### config.mk
export PLATFORM = sky130hd
export DESIGN_NAME = host_cmd_master
export DESIGN_NICKNAME = d
export VERILOG_FILES = /design/src/rtl/host_cmd_master.sv
export SDC_FILE = /design/constraint.sdc
export NUM_CORES = 1
export LEC_CHECK = 0
export CAP_MARGIN = 40
export CELL_PAD_IN_SITES_DETAIL_PLACEMENT = 0
export CELL_PAD_IN_SITES_GLOBAL_PLACEMENT = 1
export CORE_MARGIN = 2
export CORE_UTILIZATION = 40
export DETAILED_ROUTE_END_ITERATION = 8
export PLACE_DENSITY = 0.85
export SLEW_MARGIN = 15
export SYNTH_ARGS = -nofsm -noshare
export SYNTH_HDL_FRONTEND = slang
export SYNTH_SLANG_ARGS = --single-unit
### constraint.sdc
create_clock -name CLK -period 2.25 [get_ports CLK]
set_input_delay 0.3375 -clock CLK [delete_from_list [all_inputs] [get_ports CLK]]
set_output_delay 0.3375 -clock CLK [all_outputs]
set_load 0.01 [all_outputs]
### src/rtl/host_cmd_master.sv
// Host-side command initiator: serialises one command into a UART byte frame,
// then gathers the 1- or 2-byte response with an inter-byte timeout.
module host_cmd_master #(
    parameter int TIMEOUT_CYCLES = 4096
) (
    input  logic        CLK,
    input  logic        RST,
    input  logic        CMD_VALID,
    output logic        CMD_READY,
    input  logic [1:0]  CMD_TYPE,
    input  logic [3:0]  CMD_ADDR,
    input  logic [7:0]  CMD_WDATA,
    input  logic [7:0]  CMD_OP_A,
    input  logic [7:0]  CMD_OP_B,
    input  logic [3:0]  CMD_FUN,
    output logic [7:0]  TX_P_DATA,
    output logic        TX_D_VLD,
    input  logic        TX_BUSY,
    input  logic [7:0]  RX_P_DATA,
    input  logic        RX_D_VLD,
    output logic [15:0] RSP_DATA,
    output logic        RSP_VALID,
    output logic        RSP_TIMEOUT
);

    localparam int CNT_W = $clog2(TIMEOUT_CYCLES + 1);
    localparam logic [CNT_W-1:0] CNT_LAST = CNT_W'(TIMEOUT_CYCLES - 1);
    localparam logic [CNT_W-1:0] CNT_ONE  = CNT_W'(1);

    localparam logic [1:0] TYPE_RF_WR  = 2'b00;
    localparam logic [1:0] TYPE_RF_RD  = 2'b01;
    localparam logic [1:0] TYPE_ALU_OP = 2'b10;

    typedef enum logic [1:0] {
        IDLE,
        SEND,
        GAP,
        WAIT_RSP
    } state_t;

    state_t            state_reg;
    logic [7:0]        frame_reg [4];
    logic [1:0]        byte_idx_reg;
    logic [1:0]        last_idx_reg;
    logic              has_rsp_reg;
    logic              rsp_two_reg;
    logic              rsp_idx_reg;
    logic [7:0]        rsp_lo_reg;
    logic [CNT_W-1:0]  tmo_cnt_reg;

    logic [7:0]        frame_next [4];
    logic [1:0]        last_idx_next;
    logic              has_rsp_next;
    logic              rsp_two_next;

    assign CMD_READY = (state_reg == IDLE);

    // Frame layout for the command currently on the request port.
    always_comb begin
        frame_next[0] = 8'h00;
        frame_next[1] = 8'h00;
        frame_next[2] = 8'h00;
        frame_next[3] = 8'h00;
        last_idx_next = 2'd1;
        has_rsp_next  = 1'b1;
        rsp_two_next  = 1'b1;
        case (CMD_TYPE)
            TYPE_RF_WR: begin
                frame_next[0] = 8'hAA;
                frame_next[1] = {4'h0, CMD_ADDR};
                frame_next[2] = CMD_WDATA;
                last_idx_next = 2'd2;
                has_rsp_next  = 1'b0;
                rsp_two_next  = 1'b0;
            end
            TYPE_RF_RD: begin
                frame_next[0] = 8'hBB;
                frame_next[1] = {4'h0, CMD_ADDR};
                last_idx_next = 2'd1;
                rsp_two_next  = 1'b0;
            end
            TYPE_ALU_OP: begin
                frame_next[0] = 8'hCC;
                frame_next[1] = CMD_OP_A;
                frame_next[2] = CMD_OP_B;
                frame_next[3] = {4'h0, CMD_FUN};
                last_idx_next = 2'd3;
            end
            default: begin
                frame_next[0] = 8'hDD;
                frame_next[1] = {4'h0, CMD_FUN};
                last_idx_next = 2'd1;
            end
        endcase
    end

    always_ff @(posedge CLK or negedge RST) begin
        if (!RST) begin
            state_reg    <= IDLE;
            for (int i = 0; i < 4; i++) begin
                frame_reg[i] <= 8'h00;
            end
            byte_idx_reg <= 2'd0;
            last_idx_reg <= 2'd0;
            has_rsp_reg  <= 1'b0;
            rsp_two_reg  <= 1'b0;
            rsp_idx_reg  <= 1'b0;
            rsp_lo_reg   <= 8'h00;
            tmo_cnt_reg  <= '0;
            TX_P_DATA    <= 8'h00;
            TX_D_VLD     <= 1'b0;
            RSP_DATA     <= 16'h0000;
            RSP_VALID    <= 1'b0;
            RSP_TIMEOUT  <= 1'b0;
        end else begin
            TX_D_VLD    <= 1'b0;
            RSP_VALID   <= 1'b0;
            RSP_TIMEOUT <= 1'b0;

            case (state_reg)
                IDLE: begin
                    if (CMD_VALID) begin
                        for (int i = 0; i < 4; i++) begin
                            frame_reg[i] <= frame_next[i];
                        end
                        last_idx_reg <= last_idx_next;
                        has_rsp_reg  <= has_rsp_next;
                        rsp_two_reg  <= rsp_two_next;
                        byte_idx_reg <= 2'd0;
                        state_reg    <= SEND;
                    end
                end

                SEND: begin
                    if (!TX_BUSY) begin
                        TX_D_VLD  <= 1'b1;
                        TX_P_DATA <= frame_reg[byte_idx_reg];
                        if (byte_idx_reg == last_idx_reg) begin
                            byte_idx_reg <= 2'd0;
                            if (has_rsp_reg) begin
                                tmo_cnt_reg <= '0;
                                rsp_idx_reg <= 1'b0;
                                state_reg   <= WAIT_RSP;
                            end else begin
                                state_reg   <= IDLE;
                            end
                        end else begin
                            byte_idx_reg <= byte_idx_reg + 2'd1;
                            state_reg    <= GAP;
                        end
                    end
                end

                // Covers the transmitter's one-cycle delay in raising TX_BUSY.
                GAP: begin
                    state_reg <= SEND;
                end

                WAIT_RSP: begin
                    if (RX_D_VLD) begin
                        tmo_cnt_reg <= '0;
                        if (!rsp_two_reg || rsp_idx_reg) begin
                            RSP_DATA    <= rsp_two_reg ? {RX_P_DATA, rsp_lo_reg}
                                                       : {8'h00, RX_P_DATA};
                            RSP_VALID   <= 1'b1;
                            rsp_idx_reg <= 1'b0;
                            state_reg   <= IDLE;
                        end else begin
                            rsp_lo_reg  <= RX_P_DATA;
                            rsp_idx_reg <= 1'b1;
                        end
                    end else if (tmo_cnt_reg == CNT_LAST) begin
                        // This idle cycle brings the count to TIMEOUT_CYCLES;
                        // a partial response is dropped and RSP_DATA kept.
                        RSP_TIMEOUT <= 1'b1;
                        tmo_cnt_reg <= '0;
                        rsp_idx_reg <= 1'b0;
                        state_reg   <= IDLE;
                    end else begin
                        tmo_cnt_reg <= tmo_cnt_reg + CNT_ONE;
                    end
                end

                default: begin
                    state_reg <= IDLE;
                end
            endcase
        end
    end

endmodule

# Yosys cells after proc, flatten, opt, wreduce, memory -nomap -nowiden
# Index checks and enable logic that the tools add are counted.
[op_classes]
addsub = 2
multipliers = 0
div = 0
order_cmp = 1
n_eq_ne = 13
n_shift = 0
muxes = 43
n_bitwise = 3
reduce_logical = 15
[ops]
columns = ["cell", "count"]
rows = [
  ["13-bit two-way mux", 5],
  ["15-bit case mux with 3 select lines", 1],
  ["13-bit case mux with 2 select lines", 1],
  ["2-bit two-way mux", 10],
  ["8-bit binary-select mux with 2-bit select", 1],
  ["1-bit two-way mux", 16],
  ["16-bit two-way mux", 1],
  ["8-bit two-way mux", 2],
  ["8-bit case mux with 2 select lines", 1],
  ["13-bit by 1-bit adder with 13-bit output (second input constant)", 1],
  ["13-bit by 12-bit equality test with 1-bit output (second input constant)", 1],
  ["3-bit AND reduction", 3],
  ["2-bit inequality test (second input constant)", 4],
  ["2-bit case mux with 2 select lines", 2],
  ["2-bit case mux with 4 select lines", 1],
  ["4-bit AND reduction", 2],
  ["2-bit equality test (second input constant)", 3],
  ["3-bit inequality test (second input constant)", 2],
  ["5-bit AND reduction", 1],
  ["2-bit by 1-bit equality test with 1-bit output (second input constant)", 2],
  ["2-bit logical NOT", 2],
  ["4-bit two-way mux", 1],
  ["2-bit AND reduction", 2],
  ["2-bit nonzero test", 2],
  ["9 further kinds", 10],
]
[totals]
regBits = 89
latch_bits = 0
mem_bits_rw = 0
rom_bits = 0
output_inout_bits = 28
word_cells = 94
mem_count = 0

# Depth between registers and ports, before layout
[logic_depth]
depth_word = 5
mapped_depth = 7
ltp_nobuf = 5

# Worst setup path after synthesis
# OpenSTA, ideal clock, no wires.
[synth_path]
path_type = "register to register"
startpoint = "register tmo_cnt_reg[0]"
endpoint = "register state_reg[0]"
arrival_time_ps = 1537
required_ps = 2125
path_slack_ps = 588
path_stages_with_launch = 7
path_buffers = 1
synth_period_minus_slack_ps = 1662
cell_sequence = "dfrtp_1 > ha_1 > and3_1 > buf_2 > a41oi_4 > nor3_2 > mux2_2"
[synth_between]
elab_chain_len = 3
[synth_lines]
columns = ["item", "line", "text"]
rows = [
  ["start: declaration", "49", "logic [CNT_W-1:0] tmo_cnt_reg;"],
  ["start signal: assignment", "180", "tmo_cnt_reg <= tmo_cnt_reg + CNT_ONE;"],
  ["13-bit by 12-bit equality test with 1-bit output", "172", "end else if (tmo_cnt_reg == CNT_LAST) begin"],
  ["3-bit inequality test (no line)", "--", ""],
  ["4-bit AND reduction (no line)", "--", ""],
  ["end signal: assignment", "167", "state_reg <= IDLE;"],
  ["end signal: assignment", "178", "state_reg <= IDLE;"],
  ["end signal: assignment", "185", "state_reg <= IDLE;"],
  ["end: declaration", "41", "state_t state_reg;"],
]
# Every way passes these cells.
# A chain may end at the register's enable or synchronous reset.

# Worst setup path after layout
[layout_path]
startpoint = "register state_reg[0]"
endpoint = "output port CMD_READY"
[layout_between]
elab_chain_len = 1
[layout_lines]
columns = ["item", "line", "text"]
rows = [
  ["start signal: assignment", "99", "state_reg <= IDLE;"],
  ["start signal: assignment", "130", "state_reg <= SEND;"],
  ["start signal: assignment", "143", "state_reg <= WAIT_RSP;"],
  ["2-bit logical NOT", "56", "assign CMD_READY = (state_reg == IDLE);"],
  ["end: declaration", "9", "output logic CMD_READY,"],
]
# Every way passes these cells.

==> flow_metrics.env <==
export IMPL_drc=0
export IMPL_grt_use_total_pct=17.4
export IMPL_status="finished, violations left"
export IMPL_critPathCaptureType="output pin"
export IMPL_critPathLaunchType="register"
export IMPL_vdd_drop_max_v=0.000466
export IMPL_crit_fanout=13
export IMPL_gp_congestion=0.805
export IMPL_start_util_pct=41.6
export IMPL_arrival_ns=1.67
export IMPL_power_leakage_nw=2.19
export IMPL_fin_worst_skew_ns=0.00749
export IMPL_stdcell_count=574
export IMPL_clk_pin_slew_ns=0.08
export IMPL_grt_pass1_wl_mm=14.2
export IMPL_synth_adder_area_share_pct=0.322
export IMPL_num_rows=35
export IMPL_drt_iter0_markers=94
export IMPL_h_tree_depth=3
export IMPL_drv_slew=0
export IMPL_root_buffer="clkbuf_8"
export IMPL_synth_top_area_cell="dfrtp_1"
export IMPL_fp_dieH_um=103
export IMPL_finalCriticalPeriod_ns=2.00
export IMPL_io_pins=75
export IMPL_whs_ns=-0.00717
export IMPL_drtPass1Iterations=4
export IMPL_portBuffers=74
export IMPL_wl_mm=8.43
export IMPL_yosysSeqAreaShare_pct=52.2
export IMPL_grt_max_degree=82
export IMPL_rsz0062_at_grt="false"
export IMPL_clk_latency_ns=0.35
export IMPL_post_cts_buffers=0
export IMPL_finalNetCount=489
export IMPL_setup_viol=0
export IMPL_finalHoldViolCount=12
export IMPL_drt_vias_per_instance=5.15
export IMPL_synthArstFlopShare_pct=100
export IMPL_syn_area_um2=3880
export IMPL_ys_ff_latch=81
export IMPL_syn_num_nets=415
export IMPL_slew_headroom_pct=59.0
export IMPL_hp_class="primary input to asynchronous set/reset pin"
export IMPL_syn_inst=367
export IMPL_cts_tree="built"
export IMPL_layout_setup_ws_ns=0.246
export IMPL_dpl_hpwl_mm=5.99
export IMPL_place_inst=559
export IMPL_required_ns=1.91
export IMPL_fp_coreArea_um2=9330
export IMPL_cts_path_max_buffers=2
export IMPL_cts_made_buffers=9
export IMPL_finalCritPeriodShare_pct=89.1
export IMPL_worst_pin_slew_ns=0.614
export IMPL_tns_ns=0
export IMPL_area_delta_synth_final_pct=28.7
export IMPL_dr_total_vias=2957
export IMPL_synth_edf_count=0
export IMPL_powerDensity_nw_per_um2=1190
export IMPL_layout_drive_gt1_share_pct=13.7
export IMPL_cts_hold_fix_buffers=0
export IMPL_grt_overflow=0
export IMPL_ys_warn_count=0
export IMPL_synth_simple_gate_area_share_pct=17.8
export IMPL_wl_per_cell_um=14.7
export IMPL_ant_nets=0
export IMPL_fp_dieArea_um2=10500
export IMPL_die_w_um=103
export IMPL_yosys_top_cells_area="dfrtp_1 52%, nand2_1 7.5%, mux2i_1 6.2%"
export IMPL_fmax_ghz=0.499
export IMPL_cap_violations=0
export IMPL_synth_top_family_by_area="simple AND/OR/NAND/NOR gates"
export IMPL_cts_resized=0
export IMPL_clock_sinks=81
export IMPL_largest_reg_flops=24
export IMPL_num_antenna_cells=0
export IMPL_failed_checks="negative hold slack"
export IMPL_synth_cell_types=49
export IMPL_yosys_area_share_xor_xnor_pct=1.13
export IMPL_synthMuxAreaShare_pct=12.6
export IMPL_synth_ff_type="dfrtp_1"
export IMPL_crit_type="register to output pin"
export IMPL_dp_slack_ns=0.266
export IMPL_synth_compound_area_share_pct=12.5
export IMPL_antenna_found_initial=0
export IMPL_grt_pass1_vias=2893
export IMPL_synth_top_area_share_pct=52.2
export IMPL_avgSynthCellArea_um2=10.6
==> kinds of logic after synthesis <==
kind of cell,Yosys count
simple gates,143
compound gates,73
buf+inv,25
fa+ha+maj,1
mux,42
flops,81
xor+xnor,2
==> final cells by class <==
class	instances	area (um2)
fill	854	4330
sequential	81	2030
inverter	2	7.51
tap	129	161
clock inverter	6	115
multi-input combinational	261	1720
clock buffer	9	124
timing repair buffer	86	841
==> cells in the final DEF, fill, tap and decap left out, types with 2 or more instances in the layout <==
cell,n
buf_4,12
clkdlybuf4s50_1,73
mux4_2,4
bufinv_16,3
o21ai_1,2
and2_1,4
nand2_1,78
clkbuf_8,9
o31ai_1,11
nand3_1,22
or2_2,2
mux2_2,14
and4_1,2
dfrtp_1,81
and3_1,3
mux2i_1,24
a31oi_1,8
nand2b_1,4
nor2_1,12
a21oi_1,15
nand4_1,2
o21ai_0,24
o21a_1,3
a41oi_1,2
nor2b_1,4
==> where the power goes <==
group | total [mW] | internal, mW | leakage, nW | switching (mW)
registers | 2.42 | 1.99 | 1.04 | 0.429
clock network | 1.27 | 0.737 | 0.116 | 0.535
logic | 2.24 | 1.18 | 1.04 | 1.06
total | 5.92 | 3.90 | 2.19 | 2.02
==> synthesized netlist by cell type, drive strengths merged (2+ instances only) <==
cell    instances
dfrtp          81
nand2          78
o21ai          26
mux2i          24
nand3          22
a21oi          16
buf            14
mux2           14
nor2           13
o31ai          11
clkbuf          9
a31oi           8
and2            4
mux4            4
nand2b          4
nor2b           4
a41oi           3
and3            3
o21a            3
or2             3
and4            2
nand4           2
nor3            2
nor3b           2
xnor2           2
==> worst max-delay path: stages, from the launching register on <==
cell and delay (ns):
dfrtp_1 0.56, nor2_1 0.20, clkdlybuf4s50_1 0.56
==> stage by stage <==
stage / total power, mW / hold WS [ns] / utilization [%] / area (um2)
after floorplan: 3.80 / 0.0419 / - / 3880
after global placement: 4.62 / 0.399 / 51.0 / 4760
after detailed placement: 4.71 / 0.398 / 51.0 / 4760
after CTS: 5.98 / 0.0123 / 53.6 / 5000
after global routing: 6.34 / 0.0123 / 53.6 / 5000
final: 5.92 / -0.00717 / 53.6 / 5000
==> path summary, 6_finish.rpt <==
check | endpoint | depth (start not counted) | slack (ns) | start
max | CMD_READY | 2 | 0.25 | state_reg[0]
min | RSP_DATA[5] | 2 | -0.007 | RST
max reg2reg | tmo_cnt_reg[7] | 6 | 0.34 | tmo_cnt_reg[0]
min reg2reg | frame_reg[22] | 2 | 0.47 | frame_reg[22]
max in group asynchronous | tmo_cnt_reg[6] | 2 | 1.92 | RST
min in group CLK | frame_reg[22] | 2 | 0.47 | frame_reg[22]
==> routing by layer <==
metal | GRT usage (%) | vias up | share of wire [%]
li1 | - | 1439 | -
met1 | 22.8 | 1442 | 46
met2 | 28.7 | 61 | 48
met3 | 3.19 | 15 | 3.7
met4 | 7.38 | 0 | 2.4
met5 | 0 | - | 0
(Power assumes the default switching activity.)
